===== config.mk =====
export PLATFORM = sky130hd
export DESIGN_NAME = adc_decim_avg
export DESIGN_NICKNAME = d
export VERILOG_FILES = /design/src/rtl/adc_decim_pkg.sv /design/src/rtl/adc_decim_lane.sv /design/src/rtl/adc_decim_avg.sv
export SDC_FILE = /design/constraint.sdc
export NUM_CORES = 1
export LEC_CHECK = 0
export CORE_MARGIN = 2
export CORE_UTILIZATION = 62
export DETAILED_ROUTE_END_ITERATION = 12
export GPL_TIMING_DRIVEN = 0
export HOLD_SLACK_MARGIN = 0.06
export PLACE_DENSITY = 0.87
export SLEW_MARGIN = 20
export SYNTH_ARGS = -nofsm -noshare
export SYNTH_HDL_FRONTEND = slang
export SYNTH_SLANG_ARGS = --single-unit
export TNS_END_PERCENT = 5

===== constraint.sdc =====
create_clock -name clk -period 6.5 [get_ports clk]
set_input_delay 1.3 -clock clk [delete_from_list [all_inputs] [get_ports clk]]
set_output_delay 1.3 -clock clk [all_outputs]
set_load 0.05 [all_outputs]

===== src/rtl/adc_decim_pkg.sv =====
// adc_decim_pkg: shared types, widths and helper functions for the ADC decimating averager
package adc_decim_pkg;

    localparam int DROP_CNT_W = 16;

    typedef enum logic {IDLE, ACCUM} state_t;

    // Lane accumulator width: enough headroom for 2^RATE_LOG2_MAX summed samples
    function automatic int acc_width(input int data_width, input int rate_log2_max);
        return data_width + rate_log2_max;
    endfunction

    // Width of the run-time decimation exponent
    function automatic int rate_width(input int rate_log2_max);
        return $clog2(rate_log2_max + 1);
    endfunction

    // LSB position of lane k in a packed lane bus
    function automatic int lane_lsb(input int lane, input int data_width);
        return lane * data_width;
    endfunction

endpackage


===== src/rtl/adc_decim_lane.sv =====
// adc_decim_lane: per-channel boxcar accumulator, shift/round and result register (ADC_DECIM_ROUND_EN selects round-half-up)
module adc_decim_lane import adc_decim_pkg::*; #(
    parameter int DATA_WIDTH    = 14,
    parameter int RATE_LOG2_MAX = 4,
    parameter int RW            = 3
) (
    input  logic                         clk,
    input  logic                         rst,
    input  logic                         clear,
    input  logic                         accept,
    input  logic                         last,
    input  logic                         load,
    input  logic [RW-1:0]                rate,
    input  logic signed [DATA_WIDTH-1:0] sample,
    output logic signed [DATA_WIDTH-1:0] result
);

    localparam int AW = acc_width(DATA_WIDTH, RATE_LOG2_MAX);

    logic signed [AW-1:0] acc, sum, biased;

    // Running sum including the current sample, optionally biased by half an LSB of the result
    always_comb begin
        sum = acc + AW'(sample);
`ifdef ADC_DECIM_ROUND_EN
        biased = (rate == '0) ? sum : sum + (AW'(1) << (rate - RW'(1)));
`else
        biased = sum;
`endif
    end

    // Accumulator restarts at a block boundary or when the block is abandoned
    always_ff @(posedge clk or posedge rst) begin
        if (rst)
            acc <= '0;
        else if (clear || (accept && last))
            acc <= '0;
        else if (accept)
            acc <= sum;
    end

    // Result register holds the latest accepted average
    always_ff @(posedge clk or posedge rst) begin
        if (rst)
            result <= '0;
        else if (load)
            result <= DATA_WIDTH'(biased >>> rate);
    end

endmodule


===== src/rtl/adc_decim_avg.sv =====
// adc_decim_avg: multi-lane boxcar decimator with run-time ratio, one-entry output buffer and drop counting (ADC_DECIM_ROUND_EN enables rounding)
module adc_decim_avg import adc_decim_pkg::*; #(
    parameter int DATA_WIDTH    = 14,
    parameter int CHANNELS      = 2,
    parameter int RATE_LOG2_MAX = 4
) (
    input  logic                                  clk,
    input  logic                                  rst,
    input  logic                                  en,
    input  logic [rate_width(RATE_LOG2_MAX)-1:0]  rate_log2,
    input  logic                                  in_valid,
    input  logic [CHANNELS*DATA_WIDTH-1:0]        in_data,
    input  logic                                  out_ready,
    output logic                                  out_valid,
    output logic [CHANNELS*DATA_WIDTH-1:0]        out_data,
    output logic                                  drop_pulse,
    output logic [DROP_CNT_W-1:0]                 drop_cnt
);

    localparam int RW = rate_width(RATE_LOG2_MAX);
    localparam int CW = RATE_LOG2_MAX + 1;

    state_t        state, state_next;
    logic [CW-1:0] cnt;
    logic [RW-1:0] rate_q, rate_clamped, rate_eff;
    logic          accept, last, new_res, drop, load;

    // Enable tracking register
    always_ff @(posedge clk or posedge rst) begin
        if (rst)
            state <= IDLE;
        else
            state <= state_next;
    end

    // Next state plus block/handshake decode; the first sample of a block uses the live rate
    always_comb begin
        state_next   = en ? ACCUM : IDLE;
        rate_clamped = (rate_log2 > RW'(RATE_LOG2_MAX)) ? RW'(RATE_LOG2_MAX) : rate_log2;
        rate_eff     = (cnt == '0) ? rate_clamped : rate_q;
        accept       = (state == ACCUM) && en && in_valid;
        last         = cnt == (CW'(1) << rate_eff) - CW'(1);
        new_res      = accept && last;
        drop         = new_res && out_valid && !out_ready;
        load         = new_res && !drop;
    end

    // Sample counter and per-block rate latch
    always_ff @(posedge clk or posedge rst) begin
        if (rst) begin
            cnt    <= '0;
            rate_q <= '0;
        end else begin
            if (!en || new_res)
                cnt <= '0;
            else if (accept)
                cnt <= cnt + CW'(1);
            if (accept && cnt == '0)
                rate_q <= rate_clamped;
        end
    end

    // One-entry output buffer and saturating drop accounting
    always_ff @(posedge clk or posedge rst) begin
        if (rst) begin
            out_valid  <= 1'b0;
            drop_pulse <= 1'b0;
            drop_cnt   <= '0;
        end else begin
            out_valid  <= load || (out_valid && !out_ready);
            drop_pulse <= drop;
            if (drop && drop_cnt != '1)
                drop_cnt <= drop_cnt + 1'b1;
        end
    end

    for (genvar k = 0; k < CHANNELS; k++) begin : g_lane
        adc_decim_lane #(
            .DATA_WIDTH   (DATA_WIDTH),
            .RATE_LOG2_MAX(RATE_LOG2_MAX),
            .RW           (RW)
        ) u_lane (
            .clk   (clk),
            .rst   (rst),
            .clear (!en),
            .accept(accept),
            .last  (last),
            .load  (load),
            .rate  (rate_eff),
            .sample(in_data[lane_lsb(k, DATA_WIDTH) +: DATA_WIDTH]),
            .result(out_data[lane_lsb(k, DATA_WIDTH) +: DATA_WIDTH])
        );
    end

endmodule


; ---- Yosys cells after proc, flatten, opt, wreduce, memory -nomap -nowiden
; Index checks and enable logic that the tools add are counted.
[word_totals]
mem_bits_ro = 0
latchBits = 0
inputBits = 36
mem_count = 0
reg_bits = 91
mem_bits_rw = 0
[classes]
n_reduce_logical = 16
div = 0
mul = 0
eq_ne = 2
n_shift = 3
n_lt_le_gt_ge = 1
bitwise = 0
add_sub_neg = 5
muxes = 9
[op_table]
columns = cell, count
row1 = $mux W18, 4
row2 = $add A18 B14 Y18, 2
row3 = $sshr A18 B3 Y14, 2
row4 = $add A16 B1 Y16 const B, 1
row5 = $ne A16 B16 Y1 const B, 1
row6 = $mux W5, 2
row7 = $logic_and A1 B1 Y1, 9
row8 = $mux W3, 2
row9 = $add A5 B1 Y5 const B, 1
row10 = $eq A5 B5 Y1, 1
row11 = $logic_not A5 Y1, 1
row12 = $shl A1 B3 Y5 const A, 1
row13 = $sub A5 B1 Y5 const B, 1
row14 = $gt A3 B3 Y1 const B, 1
row15 = $logic_not A1 Y1, 3
row16 = $logic_or A1 B1 Y1, 2
row17 = $reduce_bool A2 Y1, 1
row18 = $mux W1, 1

; ---- Logic depth before layout (Yosys ltp)
[depth]
depth_word = 12
mapped_depth = 17
ltp_nobuf = 15

; ---- Cells and area by module
; From an unflattened synthesis, not the netlist that was laid out.
[hier_totals]
hier_cells = 744
hier_area_um2 = 7149.4
[modules_own_cells]
columns = mod, cells_each, area_each_um2, seq_area_each_um2, n_inst
row1 = adc_decim_lane, 285, 2752.6, 800.8, 2
row2 = adc_decim_avg, 174, 1644.1, 675.6, 1

; ---- Worst setup path after synthesis
; Ideal clock, no wire load.
[synth_path]
path_type = input-to-reg
from = in rate_log2[2]
to = reg drop_cnt[8]
slack_ns = 1.775
required_time_ns = 6.358
setup_ns = 0.142
n_path_buf = 3
cell_stages = 15
arrival_ns = 4.583
path_cell_list = clkbuf_1 nor2b_1 mux2_2 buf_1 buf_1 nand2_1 ha_1 xor2_1 nor3_1 a2111oi_1 o211ai_1 or3_1 nor2_2 nand3_1 xnor2_1
[synth_via]
elab_chain_cells = 10
[synth_rtl]
columns = element, line
row1 = from (decl), adc_decim_avg.sv:10  ; input logic [rate_width(RATE_LOG2_MAX)-1:0] rate_log2,
row2 = $gt A3 B3 Y1, adc_decim_avg.sv:39  ; rate_clamped = (rate_log2 > RW'(RATE_LOG2_MAX)) ? RW'(RATE_LOG2_MAX) : rate_log2;
row3 = $mux W3 *, adc_decim_avg.sv:39
row4 = $mux W3 *, adc_decim_avg.sv:40  ; rate_eff = (cnt == '0) ? rate_clamped : rate_q;
row5 = $shl A1 B3 Y5 *, adc_decim_avg.sv:42  ; last = cnt == (CW'(1) << rate_eff) - CW'(1);
row6 = $sub A5 B1 Y5 *, adc_decim_avg.sv:42
row7 = $eq A5 B5 Y1 *, adc_decim_avg.sv:42
row8 = $logic_and A1 B1 Y1 *, adc_decim_avg.sv:43  ; new_res = accept && last;
row9 = $logic_and A1 B1 Y1 * (2 in a row), adc_decim_avg.sv:44  ; drop = new_res && out_valid && !out_ready;
row10 = $logic_and A1 B1 Y1 *, adc_decim_avg.sv:72  ; if (drop && drop_cnt != '1)
row11 = to (signal assigned), adc_decim_avg.sv:73  ; drop_cnt <= drop_cnt + 1'b1;
row12 = to (decl), adc_decim_avg.sv:17  ; output logic [DROP_CNT_W-1:0] drop_cnt
; Mark *: on every way between the ends. The rest lies on a longest branch, timed or not.
; A chain may end at the register's enable or synchronous reset.

; ---- Final worst setup path
[layout_path]
from = in rate_log2[0]
to = reg g_lane[0].u_lane.result[7]
[layout_via]
elab_chain_cells = 11
elab_cells_between_ends = 12
[layout_rtl]
columns = element, line
row1 = $gt A3 B3 Y1, adc_decim_avg.sv:39
row2 = $mux W3 *, adc_decim_avg.sv:39
row3 = $mux W3 *, adc_decim_avg.sv:40
row4 = $shl A1 B3 Y5, adc_decim_avg.sv:42
row5 = $sub A5 B1 Y5, adc_decim_avg.sv:42
row6 = $eq A5 B5 Y1, adc_decim_avg.sv:42
row7 = $logic_and A1 B1 Y1, adc_decim_avg.sv:43
row8 = $logic_and A1 B1 Y1 (2 in a row), adc_decim_avg.sv:44
row9 = $logic_not A1 Y1, adc_decim_avg.sv:45  ; load = new_res && !drop;
row10 = $logic_and A1 B1 Y1, adc_decim_avg.sv:45
row11 = to (signal assigned), adc_decim_lane.sv:47  ; result <= DATA_WIDTH'(biased >>> rate);
row12 = to (decl), adc_decim_lane.sv:15  ; output logic signed [DATA_WIDTH-1:0] result
; Marked as above.

==> impl_results.md <==
- Run status: finished, final reports clean
- Clock Skews: 0.00850 ns
- Fin. max-slew vios: 0
- Final-stage net count: 957
- Final setup margin: 0.401 ns
- Least-Margin Pin Slew: 0.966 ns
- CTS clk-pin slew, worst paths: 0.07 ns
- Share of cells above drive strength 1: 0.0700
- Worst rel slew slack: 0.349
- Number of I/O port buffers: 80
- Routed vias: 7067
- Total power draw: 1.97 mW
- Arrival time reported for the critical path endpoint: 6.34 ns
- Proportion of netlist area held by the largest area contributor: 0.326
- Number of antenna violations at the first check in global routing: 0
- Endpoints failing hold: 0
- Synthesized netlist net count: 865
- Diode count: 0
- Switching pwr: 0.768 mW
- Element type at the critical path end: flop
- Hold/Removal Path Class: reg2reg
- Cell Rows: 38
- Dominant register cell in the synthesized netlist: dfrtp_1
- Register area share after synthesis: 0.326
- Combinational fraction of design power: 0.395
- FMAX: 0.164 GHz
- Async set or reset register ratio after synthesis: 1.00
- Reported leakage power: 3.70 nW
- Area of the die: 12100 µm²
- Number of violations of the max-capacitance limit: 0
- Core footprint: 10900 µm²
- Vias in the first global route: 6827
- IR Drop Worst-Case VDD: 217 µV
- Required time at the endpoint of the critical path: 6.74 ns
- Footprint of the multi-input gates: 4490 µm²
- Number of setup buffers added after CTS: 0
- Post-synth EDFFs: 0
- First-pass DRT Iterations: 8
- Sw Share: 0.390
- Total Routing Usage GR: 0.380
- Number of warning messages in the yosys log: 0
- Clock root buffer: clkbuf_16
- Total global routing overflow: 0
- Cts bufs inserted: 9
- Worst slack, placed: 0.184 ns
- Clock latency of the later-clocked register in the worst-skew pair: 0.36 ns
- Cell-internal power: 1.20 mW
- Power density of the placed cells: 237 nW/µm²
- Setup crit start kind: primary input
- Cell type with the highest aggregate area in the netlist: dfrtp_1
- Power share of the clock group: 0.278
- Synthesized instance count: 789
- Violation count after the first detailed-route iteration: 800
- Last weighted congestion value of the routability-driven placer: 0.970
- TritonCTS clock tree: done
- DRC violations left: 0
- Placed inst area: 8000 µm²
- Pin count of the biggest net entering global routing: 52
- Largest fanout on the critical path: 10
- Count of unique library cells instantiated by Yosys: 77
- HPWL reported at the end of detailed placement: 16100 µm
- Post-synthesis cell area: 6990 µm²
- Io pins: 82
- Die Y-Extent: 110 µm
- Final period util: 0.938
- End-of-flow core utilization: 0.760
- Final design area excluding fillers: 8310 µm²
- Most used standard cell by instance count after synthesis: dfrtp_1
- CP Class: in2reg
- Setup TNS: 0 ns
- Average wire length per cell after detail routing: 21.6 µm
- Via count normalized by instance count: 6.89
- Cell types with the highest counts after synthesis: 91 x dfrtp_1, 88 x nand2_1, 53 x o21ai_0
- Synthesized area per cell: 8.86 µm²
- Largest cells by area after synthesis: dfrtp_1 33%, ha_1 6.8%, nand2_1 4.7%, xnor2_1 3.9%, o21ai_0 3.8%
- X dimension of the die: 110 µm
- Setup violators final: 0
- CTS HTree Levels: 3
- Sequential cell area in the final layout: 2280 µm²
- Initial core utilization: 0.639
- Min Tclk post-route: 6.10 ns
- Share of total power in sequential cells: 0.327
- First-pass GRT wire length: 35300 µm
- Clk sinks: 91
- Routed wire length: 22100 µm
- Setup repair after global routing missed its margin: no
- Number of fill cells: 787
- Worst-case clock buffer depth: 2
- Flops & latches, synth: 91
- Area delta synth->final: 18.9%
- Number of nets still failing antenna checks after routing: 0
[power by group through the flow]
stage	Combinational, mW	Sequential [mW]	Clock, mW
after floorplan	0.461	0.716	0
after global placement	0.727	0.649	0
after CTS	0.754	0.642	0.550
final	0.777	0.643	0.547
after global routing	0.835	0.646	0.574
after detailed placement	0.746	0.652	0
[path summary, 6_finish.rpt]
check | from | to | slack [ns] | depth (start not counted)
worst max-delay path | rate_log2[0] | g_lane[0].u_lane.result[7] | 0.40 | 15
worst min-delay path | g_lane[1].u_lane.acc[5] | g_lane[1].u_lane.acc[5] | 0.50 | 2
worst max register to register | cnt[0] | g_lane[0].u_lane.result[7] | 0.89 | 16
worst min register to register | g_lane[1].u_lane.acc[5] | g_lane[1].u_lane.acc[5] | 0.50 | 2
max in group asynchronous | rst | g_lane[1].u_lane.acc[7] | 4.50 | 3
min in group asynchronous | rst | g_lane[0].u_lane.acc[10] | 1.35 | 2
[flip-flops by register name (all words and copies together), names as in the netlist]
| name | cells |
|---|---|
| cnt | 5 |
| state | 1 |
| drop_pulse | 1 |
| out_valid | 1 |
| rate_q | 3 |
| g_lane.u_lane.result | 28 |
| g_lane.u_lane.acc | 36 |
| drop_cnt | 16 |
[area by class of cell]
class	count	share of cell area
timing repair buffer	81	0.0997
multi-input combinational	644	0.540
buffer	42	0.0229
clock inverter	5	0.00738
tap	140	0.0211
inverter	12	0.00572
clock buffer	11	0.0292
sequential	91	0.274
[kinds of logic after synthesis]
group           after synthesis  share of synthesized area
compound gates              264                      0.270
xor+xnor                     46                     0.0576
fa+ha+maj                    40                     0.0737
buf+inv                      54                     0.0336
flops                        91                      0.326
mux                          30                     0.0521
simple gates                264                      0.188
[layer usage]
metal | routed length, µm | vias to the layer above | global-route usage | part of all wire
li1 | - | 3182 | - | -
met1 | 9100 | 3389 | 0.501 | 0.41
met2 | 10300 | 417 | 0.613 | 0.47
met3 | 1890 | 79 | 0.0829 | 0.085
met4 | 822 | 0 | 0.144 | 0.037
met5 | 0 | - | 0 | 0
[timing repair]
item	4_1_cts	5_1_grt
hold buffers	0	0
endpoints found under the hold margin	0	0
endpoints found under the setup margin	0	1
gates resized for setup	0	1
[metrics by stage]
step	cells	hold WS, ns
floorplan	789	0.454
global placement	1009	0.469
detailed placement	1010	0.475
CTS	1026	0.489
global route	1026	0.521
finish	1026	0.496
[layout by cell type (no fill, tap or decap), drive strengths merged, types with 6 or more instances in the layout]
| cell | instances |
|---|---|
| and2 | 16 |
| o21ai | 56 |
| nor2 | 51 |
| nor2b | 6 |
| dfrtp | 91 |
| clkbuf | 38 |
| nand2 | 88 |
| nand3 | 23 |
| o22ai | 6 |
| a21o | 19 |
| o211a | 7 |
| or2 | 6 |
| ha | 38 |
| and3 | 11 |
| mux2i | 19 |
| xnor2 | 31 |
| inv | 13 |
| nand4 | 9 |
| xor2 | 15 |
| o211ai | 20 |
| a211oi | 11 |
| a21oi | 37 |
| a221o | 6 |
| a22o | 27 |
| nand2b | 9 |
| mux2 | 8 |
| a31oi | 14 |
| nor3 | 24 |
| buf | 16 |
| clkdlybuf4s50 | 80 |
| a221oi | 6 |
[worst max-delay path, stage by stage]
cell and delay, ns:
clkdlybuf4s50_1 0.56, nor2b_1 0.28, mux2_2 0.37, buf_1 0.45, buf_1 0.51, nand2_1 0.16
ha_1 0.31, xor2_1 0.38, mux2_2 0.38, o32ai_1 0.27, o211ai_1 0.18, nor2_1 0.37
nand2_1 0.32, o32ai_1 0.41, nor2_1 0.08
Note: power is estimated with default switching activity, not from simulation.
